**config.mk**
```make
export PLATFORM = sky130hd
export DESIGN_NAME = uart_hamming_rx
export DESIGN_NICKNAME = d
export VERILOG_FILES = /design/src/rtl/uart_hamming_rx_pkg.sv /design/src/rtl/uart_baud_tick.sv /design/src/rtl/uart_hamming_rx.sv
export SDC_FILE = /design/constraint.sdc
export NUM_CORES = 1
export LEC_CHECK = 0
export CORE_MARGIN = 4
export CORE_UTILIZATION = 50
export DETAILED_ROUTE_END_ITERATION = 16
export PLACE_DENSITY = 0.79
export SYNTH_ARGS = -nofsm -noshare
export SYNTH_HDL_FRONTEND = slang
export SYNTH_SLANG_ARGS = --single-unit
```
**constraint.sdc**
```tcl
create_clock -name clk -period 4 [get_ports clk]
set_clock_uncertainty 0.1 [all_clocks]
set_input_delay 0.8 -clock clk [delete_from_list [all_inputs] [get_ports clk]]
set_output_delay 0.8 -clock clk [all_outputs]
set_load 0.005 [all_outputs]
```
**src/rtl/uart_hamming_rx_pkg.sv**
```systemverilog
// Shared definitions for the UART receiver feeding the Hamming(13,8) decoder:
// FSM state encoding, codeword width and the baud divider computation.
package uart_hamming_rx_pkg;

  // Codeword width shared with the Hamming encoder and decoder
  localparam int CODEWORD_W = 13;

  typedef enum logic [2:0] {
    ST_IDLE  = 3'd0,
    ST_START = 3'd1,
    ST_DATA  = 3'd2,
    ST_STOP  = 3'd3,
    ST_BREAK = 3'd4
  } rx_state_t;

  // Clocks per oversample tick, never below 1
  function automatic int baud_div(input int clk_freq, input int baud, input int oversample);
    int d;
    d = clk_freq / (baud * oversample);
    return (d < 1) ? 1 : d;
  endfunction

endpackage

```
**src/rtl/uart_baud_tick.sv**
```systemverilog
// Oversample tick generator. tick pulses for one clk every DIV clks while clr is
// low; clr holds the divider at phase zero so the first tick lands DIV clks after
// clr drops. Shared by the receiver and the transmitter.
module uart_baud_tick
  import uart_hamming_rx_pkg::*;
#(
  parameter int CLK_FREQ   = 100_000_000,
  parameter int BAUD       = 115_200,
  parameter int OVERSAMPLE = 16
) (
  input  logic clk,
  input  logic rst,
  input  logic clr,
  output logic tick
);

  localparam int DIV = baud_div(CLK_FREQ, BAUD, OVERSAMPLE);
  localparam int CW  = (DIV > 1) ? $clog2(DIV) : 1;
  localparam logic [CW-1:0] LAST = CW'(DIV - 1);

  logic [CW-1:0] cnt;

  // Free-running divider, restarted by clr
  always_ff @(posedge clk or posedge rst) begin
    if (rst) begin
      cnt <= '0;
    end else if (clr || cnt == LAST) begin
      cnt <= '0;
    end else begin
      cnt <= cnt + 1'b1;
    end
  end

  assign tick = !clr && (cnt == LAST);

endmodule

```
**src/rtl/uart_hamming_rx.sv**
```systemverilog
// UART receiver for 13-bit Hamming codewords: start + FRAME_BITS code bits (LSB
// first) + stop, oversampled, presented on a single-entry valid/ready buffer.
// Optional build macro RX_MAJORITY_EN: each bit decision is a 2-of-3 vote of
// rx_s at sub-counts MID-1, MID, MID+1, taken at MID+1.
module uart_hamming_rx
  import uart_hamming_rx_pkg::*;
#(
  parameter int CLK_FREQ   = 100_000_000,
  parameter int BAUD       = 115_200,
  parameter int OVERSAMPLE = 16,
  parameter int FRAME_BITS = CODEWORD_W
) (
  input  logic                  clk,
  input  logic                  rst,
  input  logic                  rx,
  output logic [FRAME_BITS-1:0] frame_out,
  output logic                  frame_valid,
  input  logic                  frame_ready,
  output logic                  framing_error,
  output logic                  overrun,
  output logic                  busy
);

  localparam int MID = OVERSAMPLE / 2 - 1;
  localparam int SW  = $clog2(OVERSAMPLE);
  localparam int IW  = $clog2(FRAME_BITS);
`ifdef RX_MAJORITY_EN
  localparam int DEC = MID + 1;
`else
  localparam int DEC = MID;
`endif

  logic                  rx_meta;
  logic                  rx_s;
  rx_state_t             state;
  logic [SW-1:0]         sub;
  logic [IW-1:0]         idx;
  logic [FRAME_BITS-1:0] shreg;
  logic                  tick;
  logic                  sample_en;
  logic                  bit_val;

  // Two-flop synchronizer; idles high so reset does not look like a start edge
  always_ff @(posedge clk or posedge rst) begin
    if (rst) begin
      rx_meta <= 1'b1;
      rx_s    <= 1'b1;
    end else begin
      rx_meta <= rx;
      rx_s    <= rx_meta;
    end
  end

  uart_baud_tick #(
    .CLK_FREQ  (CLK_FREQ),
    .BAUD      (BAUD),
    .OVERSAMPLE(OVERSAMPLE)
  ) u_tick (
    .clk (clk),
    .rst (rst),
    .clr (state == ST_IDLE),
    .tick(tick)
  );

  assign sample_en = tick && (sub == SW'(DEC));

`ifdef RX_MAJORITY_EN
  logic vote_a;
  logic vote_b;

  // Capture the two early votes; the third is rx_s live at the decision tick
  always_ff @(posedge clk or posedge rst) begin
    if (rst) begin
      vote_a <= 1'b1;
      vote_b <= 1'b1;
    end else if (tick) begin
      if (sub == SW'(MID - 1)) vote_a <= rx_s;
      if (sub == SW'(MID))     vote_b <= rx_s;
    end
  end

  assign bit_val = (vote_a & vote_b) | (vote_a & rx_s) | (vote_b & rx_s);
`else
  assign bit_val = rx_s;
`endif

  // Deframing FSM with the output buffer and its pulse flags
  always_ff @(posedge clk or posedge rst) begin
    if (rst) begin
      state         <= ST_IDLE;
      busy          <= 1'b0;
      sub           <= '0;
      idx           <= '0;
      shreg         <= '0;
      frame_out     <= '0;
      frame_valid   <= 1'b0;
      framing_error <= 1'b0;
      overrun       <= 1'b0;
    end else begin
      framing_error <= 1'b0;
      overrun       <= 1'b0;
      if (frame_valid && frame_ready) frame_valid <= 1'b0;
      if (tick) sub <= (sub == SW'(OVERSAMPLE - 1)) ? '0 : sub + 1'b1;

      case (state)
        ST_IDLE: begin
          if (!rx_s) begin
            state <= ST_START;
            busy  <= 1'b1;
            sub   <= '0;
          end
        end
        ST_START: begin
          if (sample_en) begin
            if (bit_val) begin
              state <= ST_IDLE;
              busy  <= 1'b0;
            end else begin
              state <= ST_DATA;
              idx   <= '0;
            end
          end
        end
        ST_DATA: begin
          if (sample_en) begin
            shreg[idx] <= bit_val;
            if (idx == IW'(FRAME_BITS - 1)) state <= ST_STOP;
            else                            idx   <= idx + 1'b1;
          end
        end
        ST_STOP: begin
          if (sample_en) begin
            if (bit_val) begin
              state <= ST_IDLE;
              busy  <= 1'b0;
              // A frame may load when the buffer is empty or being emptied this clk
              if (!frame_valid || frame_ready) begin
                frame_out   <= shreg;
                frame_valid <= 1'b1;
              end else begin
                overrun <= 1'b1;
              end
            end else begin
              framing_error <= 1'b1;
              state         <= ST_BREAK;
            end
          end
        end
        ST_BREAK: begin
          if (rx_s) begin
            state <= ST_IDLE;
            busy  <= 1'b0;
          end
        end
        default: begin
          state <= ST_IDLE;
          busy  <= 1'b0;
        end
      endcase
    end
  end

endmodule

```
==> flow_summary_export.csv, run 1 <==
group,metric,value,unit
route,drt_iter0_drc,119,
logic_synthesis,asyncSetResetFlopFracSynth,1.00,
global_route,grt_first_pass_wirelength,6710,microns
logic_synthesis,synth.top_cell.area_share,0.517,
cells_and_area,synthToLayoutAreaGrowth,13.8,%
critical_path,worst_setup_path_end_kind,"flop",
critical_path,timing.critical_path.fanout_max,13,
global_route,grt_pass1_vias,1466,
run_status,outcome,"finished, final reports clean",
route,wl_per_cell,14.5,microns
cells_and_area,area_occupied_by_multi_input_gates,972,sq um
power_and_ir_drop,totalPowerFinal,0.000815,W
power_and_ir_drop,internal_power,0.000641,W
cts,postCtsResizedCells,0,
cells_and_area,seq_area,0.00123,sq mm
min_path,min_delay_worst_endpoint,"bit_val",
die,floorplan.io_pins,21,
cts,post_cts.repair.setup_buffers,0,
critical_path,timing.reg2reg.worst_path_depth,5,
critical_path,critPathLaunchType,"flop",
run,max_cap_violations,0,
logic_synthesis,synth_common_cells,"dfrtp_1 (47), mux2_2 (17), nand3_1 (16)",
critical_path,ff2ff_setup_slack,1.82,ns
timing,slew_viol_final,0,
die,initial_utilization,0.519,
logic_synthesis,synth_top_cell_by_area,"dfrtp_1",
die,dieWidth,75.5,microns
min_path,min-delay-path-class,"flop to flop",
power_and_ir_drop,vdd_drop_max,0.000236,V
global_route,grt_residual_overflow,0,
placement,dp_slack,1.63,ns
cells_and_area,layout.filler_cells,377,
global_route,grt_use_total,0.156,
power_and_ir_drop,cellPowerDensity,315,mW/mm^2
route,drtPass1Iterations,4,
power_and_ir_drop,seq_power_share,0.614,
power_and_ir_drop,total_leakage_power,1.21,nW
logic_synthesis,ys.warnings.count,0,
timing,total_count_of_hold_check_failures_in_the_final_report,0,
cts,cts-htree-levels,2,
placement,dpl.cell_count,251,
cts,cts_hold_buffers,0,
cells_and_area,final_layout_size_suffix_gt1_frac,0.184,
cts,cts.sink_count,49,
cts,cts_tree,"built",
min_path,hold_path_startpoint,"rx_meta",
logic_synthesis,synth.ff_latch_count,49,
timing,rsz0062_at_grt,"no",
timing,clock.fmax,460,MHz
logic_synthesis,netlist_area,0.00227,sq mm
placement,hpwl,2480,microns
power_and_ir_drop,power_frac_clock,0.370,
power_and_ir_drop,power.switching_fraction,0.214,
route,vias,1458,
cts,clk_pin_slew,0.09,ns
critical_path,cp.required,4.10,ns
timing,transition_time_of_the_tightest_slew_check_pin,0.971,ns
critical_path,critical-path-slowest-cell,"mux2_1",
die,rows,24,
critical_path,r2r-end,"frame_out[8]",
cts,cts_buffer_depth,2,
die,core-area,0.00438,sq mm
route,post_route_ant_nets,0,
cells_and_area,finalNetCount,217,
placement,portBuffers,20,
power_and_ir_drop,p_sw,0.000174,W
timing,report.final.setup_viol,0,
route,detail_route.drc_violations,0,
logic_synthesis,synth_nets,197,
cells_and_area,finalNonFillerCells,259,
logic_synthesis,ys.flop_type,"dfrtp_1",
die,die_h,75.5,microns
logic_synthesis,yosys-top-cells-area,"dfrtp_1 (52%), mux2_2 (8.4%), mux2_4 (4.6%), ha_1 (3.9%), nand3_1 (3.5%)",
critical_path,path_buf_inv,0,
critical_path,worst-setup-path-type,"flop to flop",
route,totalWireLength,3740,microns
placement,placer_congestion_estimate,0.766,
die,design.die.area,0.00569,sq mm
global_route,largest_net_degree_at_the_start_of_global_routing,50,
critical_path,worstReg2RegStart,"sub[0]",
logic_synthesis,post_synth_num_cell_types,43,
logic_synthesis,seq_total_area_yosys,0.540,
global_route,antenna_found_initial,0,
cts,clk-insertion-delay-late,0.30,ns
power_and_ir_drop,combinational_cell_fraction_of_total_power,0.016,
cts,cts.root.buffer_cell,"clkbuf_8",
cells_and_area,antenna_diode_instance_count,0,
critical_path,critPathMaxStageDelay,0.42,ns
route,vias_per_cell,5.63,
critical_path,cp_cell_sequence,"ha_1 > nand4_1 > nor2_1 > nand3_2 > mux2_1",
logic_synthesis,postSynthAreaPerCell,12.2,sq um
timing,timing.final.crit_share,0.544,
logic_synthesis,post_synth_edffs,0,
logic_synthesis,yosys.cell_count.top_type,"dfrtp_1",
timing,fin_crit,2.18,ns
timing,relative_slew_slack,0.352,
critical_path,worstPathArrival,2.27,ns
critical_path,kind_of_cell_with_the_highest_combined_delay_on_the_critical_path,"simple AND/OR/NAND/NOR gates",
timing,setup_total_negative_slack,0,ns
logic_synthesis,synthesis.instances,186,
min_path,timing.hold.worst_path_depth,0,
cts,numCtsBuffers,5,
timing,setup_ws,1.82,ns
==> area by class of cell <==
class	count	share of cell area
Clock buffer	6	0.0319
Clock inverter	2	0.00532
Inverter	7	0.0101
Multi-Input combinational cell	123	0.376
Sequential cell	49	0.475
Tap cell	52	0.0251
Timing Repair Buffer	20	0.0773
==> placed cells by master, fill, tap and decap left out, types with 3 or more instances in the layout <==
cell type and count:
ha_1 7, clkdlybuf4s50_1 20, nand3_1 16, mux2_4 7, a22o_1 3, mux2_2 17, nor3_1 4, nor2_1 15
dfrtp_1 47, mux2i_1 4, nand2_1 10, a31oi_1 4, clkbuf_8 6, inv_1 6
==> registers in the layout, summed over array words and instances (netlist names) <==
| signal | flops |
|---|---|
| busy | 1 |
| overrun | 1 |
| u_tick.cnt | 6 |
| state | 3 |
| idx | 4 |
| sub | 4 |
| bit_val | 1 |
| framing_error | 1 |
| rx_meta | 1 |
| frame_valid | 1 |
| shreg | 13 |
| frame_out | 13 |
==> metal layers <==
metal / global-route usage / wire length (microns) / vias up
li1: - / - / 703
met1: 0.198 / 1740 / 720
met2: 0.255 / 1790 / 28
met3: 0.0356 / 142 / 7
met4: 0.0718 / 68 / 0
met5: 0 / 0 / -
==> worst max-delay path by stage <==
stage,cells after the start,slack [ns],end,start
after global placement,4,1.68,frame_out[7],frame_ready
after detailed placement,4,1.63,frame_out[8],frame_ready
after global routing,5,1.67,frame_out[7],sub[0]
after floorplan,1,1.93,busy,rst
final,5,1.82,frame_out[8],sub[0]
after CTS,5,1.79,frame_out[8],sub[0]
==> power by group through the flow <==
| stage | registers [W] | logic (W) | clock network, W |
|---|---|---|---|
| finish | 0.000500 | 0.0000134 | 0.000301 |
| global route | 0.000500 | 0.0000164 | 0.000332 |
| CTS | 0.000500 | 0.0000143 | 0.000311 |
| detailed placement | 0.000510 | 0.0000143 | 0 |
| global placement | 0.000510 | 0.0000140 | 0 |
| floorplan | 0.000507 | 0.0000109 | 0 |
==> logic make-up (layout without fill, tap and decap cells) <==
| logic type | count (synthesis) | count (layout) | synth area share |
|---|---|---|---|
| DFF | 49 | 49 | 0.540 |
| buffers and inverters | 14 | 35 | 0.0325 |
| xor gates and xnor gates | 4 | 4 | 0.0154 |
| adders and majority gates | 8 | 8 | 0.0429 |
| AOI/OAI and AO/OA | 17 | 17 | 0.0539 |
| and+or+nand+nor | 64 | 64 | 0.157 |
| muxes | 30 | 30 | 0.158 |
==> per-stage QoR <==
step,util,hold slack [ns],instance area [sq um]
6_report,0.590,0.262,2590
4_1_cts,0.590,0.264,2590
3_5_place_dp,0.568,0.251,2490
5_1_grt,0.590,0.272,2590
2_1_floorplan,-,0.245,2270
3_3_place_gp,0.568,0.248,2490
Note: power is estimated with default switching activity, not from simulation.
==> run 2, diff against run 1 <==
--- a/config.mk
+++ b/config.mk
@@ -8,7 +8,7 @@
 export CORE_MARGIN = 4
 export CORE_UTILIZATION = 50
 export DETAILED_ROUTE_END_ITERATION = 16
-export PLACE_DENSITY = 0.79
+export PLACE_DENSITY = 0.82
 export SYNTH_ARGS = -nofsm -noshare
 export SYNTH_HDL_FRONTEND = slang
 export SYNTH_SLANG_ARGS = --single-unit
==> constraint.sdc (replaced) <==
create_clock -name clk -period 1.8 [get_ports clk]
set_clock_uncertainty 0.1 [all_clocks]
set_input_delay 0.36 -clock clk [delete_from_list [all_inputs] [get_ports clk]]
set_output_delay 0.36 -clock clk [all_outputs]
set_load 0.005 [all_outputs]
==> flow_summary_export.csv, run 2 (same netlist as run 1, synthesis figures left out) <==
group,metric,value,unit
cells_and_area,layout.filler_cells,335,
min_path,min_delay_worst_endpoint,"bit_val",
route,wl_per_cell,15.4,microns
cts,cts.root.buffer_cell,"clkbuf_8",
route,post_route_ant_nets,0,
cells_and_area,layout.cells.most_common,"dfrtp_1",
timing,timing.final.crit_share,1.06,
power_and_ir_drop,totalPowerFinal,0.00180,W
cells_and_area,reg.largest.list,"frame_out x13, shreg x13, u_tick.cnt x6",
die,rows,24,
run_status,failing_checks,"setup timing",
route,drtPass1Iterations,4,
run_status,outcome,"finished, violations left",
die,core-area,0.00438,sq mm
cts,clk_pin_slew,0.08,ns
timing,report.final.setup_viol,14,
min_path,timing.hold.worst_path_depth,0,
route,totalWireLength,4310,microns
critical_path,timing.reg2reg.worst_path_depth,6,
critical_path,r2r-end,"shreg[4]",
die,die_h,75.5,microns
power_and_ir_drop,total_leakage_power,1.34,nW
route,detail_route.drc_violations,0,
cts,cts-htree-levels,2,
critical_path,ff2ff_setup_slack,-0.10,ns
timing,transition_time_of_the_tightest_slew_check_pin,0.267,ns
route,vias_per_cell,5.57,
timing,hold_ws,0.259,ns
cells_and_area,synthToLayoutAreaGrowth,25.1,%
cells_and_area,antenna_diode_instance_count,0,
critical_path,worst-setup-path-type,"flop to flop",
cts,cts.sink_count,49,
min_path,min-delay-path-class,"flop to flop",
critical_path,timing.critical_path.fanout_max,8,
power_and_ir_drop,cellPowerDensity,632,mW/mm^2
timing,rsz0062_at_grt,"yes",
timing,relative_slew_slack,0.821,
route,vias,1560,
cts,numCtsBuffers,5,
placement,hpwl,2920,microns
cts,cts_hold_buffers,0,
global_route,antenna_found_initial,0,
route,drt_iter0_drc,82,
global_route,grt_use_total,0.167,
run,max_cap_violations,0,
cells_and_area,seq_area,0.00123,sq mm
cells_and_area,final_layout_size_suffix_gt1_frac,0.307,
timing,setup_ws,-0.101,ns
timing,clock.fmax,526,MHz
die,design.die.area,0.00569,sq mm
critical_path,worstReg2RegStart,"u_tick.cnt[1]",
die,initial_utilization,0.519,
critical_path,critPathLaunchType,"flop",
critical_path,worst_setup_path_end_kind,"flop",
timing,total_count_of_hold_check_failures_in_the_final_report,0,
cts,cts_tree,"built",
global_route,grt_residual_overflow,0,
die,floorplan.io_pins,21,
cells_and_area,area_occupied_by_multi_input_gates,0.00105,sq mm
min_path,hold_path_startpoint,"rx_meta",
placement,placer_congestion_estimate,0.754,
timing,fin_crit,1.90,ns
cells_and_area,layout.cells.most_common_list,"dfrtp_1 (47), clkdlybuf4s50_1 (20), buf_4 (18), mux2_2 (17), nand3_1 (15)",
critical_path,cp.required,1.89,ns
global_route,grt_pass1_vias,1556,
timing,slew_viol_final,0,
cts,clk-insertion-delay-late,0.30,ns
cells_and_area,finalNetCount,239,
critical_path,worstPathArrival,1.99,ns
global_route,largest_net_degree_at_the_start_of_global_routing,50,
global_route,grt_first_pass_wirelength,7180,microns
die,dieWidth,75.5,microns
cells_and_area,final_core_utilization,0.649,
placement,portBuffers,20,
cts,cts_buffer_depth,2,
power_and_ir_drop,vdd_drop_max,0.000651,V
[run 2: cell types whose count changed in the layout (fill, tap and decap cells not counted), moves of 2 or more]
cell and delta:
buf_12 +2, ha_1 -2, buf_4 +18, mux2_4 +2, ha_2 +2, mux2_1 -2
[run 2: cell type report]
| class | instances | area share |
|---|---|---|
| well taps | 52 | 0.0229 |
| multi-input cells | 124 | 0.370 |
| inverters | 7 | 0.00923 |
| flip-flops and latches | 49 | 0.432 |
| clock buffers | 7 | 0.0303 |
| repair buffers | 41 | 0.136 |
[run 2: power by group]
group | internal (W) | switching, W | total (W)
Clock | 0.000305 | 0.000344 | 0.000650
Combinational | 0.0000139 | 0.0000276 | 0.0000415
Sequential | 0.00110 | 0.00000242 | 0.00111
[run 2: timing repair]
| action | 4_1_cts | 5_1_grt |
|---|---|---|
| buffers inserted | 1 | 1 |
| endpoints found under the setup margin | 10 | 33 |
| cloned | 1 | 0 |
| gates resized for setup | 1 | 16 |
| pin swaps | 0 | 2 |
| hold endpoints to repair | 0 | 0 |
[run 2: per-layer routing]
layer  track usage  wire, microns
met2         0.275           2170
met1         0.211           1890
met3        0.0396            165
met5             0              0
met4        0.0738             78
[run 2: critical path, cell delays in order (launching register included)]
cell and delay [ns]:
dfrtp_1 0.39, inv_1 0.06, ha_2 0.17, nand4_1 0.19
and4bb_4 0.44, nand3_1 0.12, mux2_4 0.31
[run 2: worst max path at each step]
stage	start	end	slack, ns	cells after the start
after floorplan	u_tick.cnt[1]	shreg[0]	-0.03	7
after global placement	frame_ready	frame_out[7]	0.05	5
after detailed placement	u_tick.cnt[1]	shreg[4]	-0.02	6
after CTS	u_tick.cnt[1]	shreg[4]	-0.03	6
after global routing	u_tick.cnt[1]	shreg[4]	-0.18	6
final	u_tick.cnt[1]	shreg[4]	-0.10	6
[run 2: metrics by stage]
stage | instance area [sq um] | cells | TNS, ns | setup WS, ns
after floorplan | 2270 | 186 | -0.189 | -0.0279
after global placement | 2660 | 270 | 0 | 0.0496
after detailed placement | 2660 | 270 | -0.0456 | -0.0181
after CTS | 2770 | 279 | -0.107 | -0.0275
after global routing | 2850 | 280 | -2.44 | -0.182
final | 2850 | 280 | -1.08 | -0.101
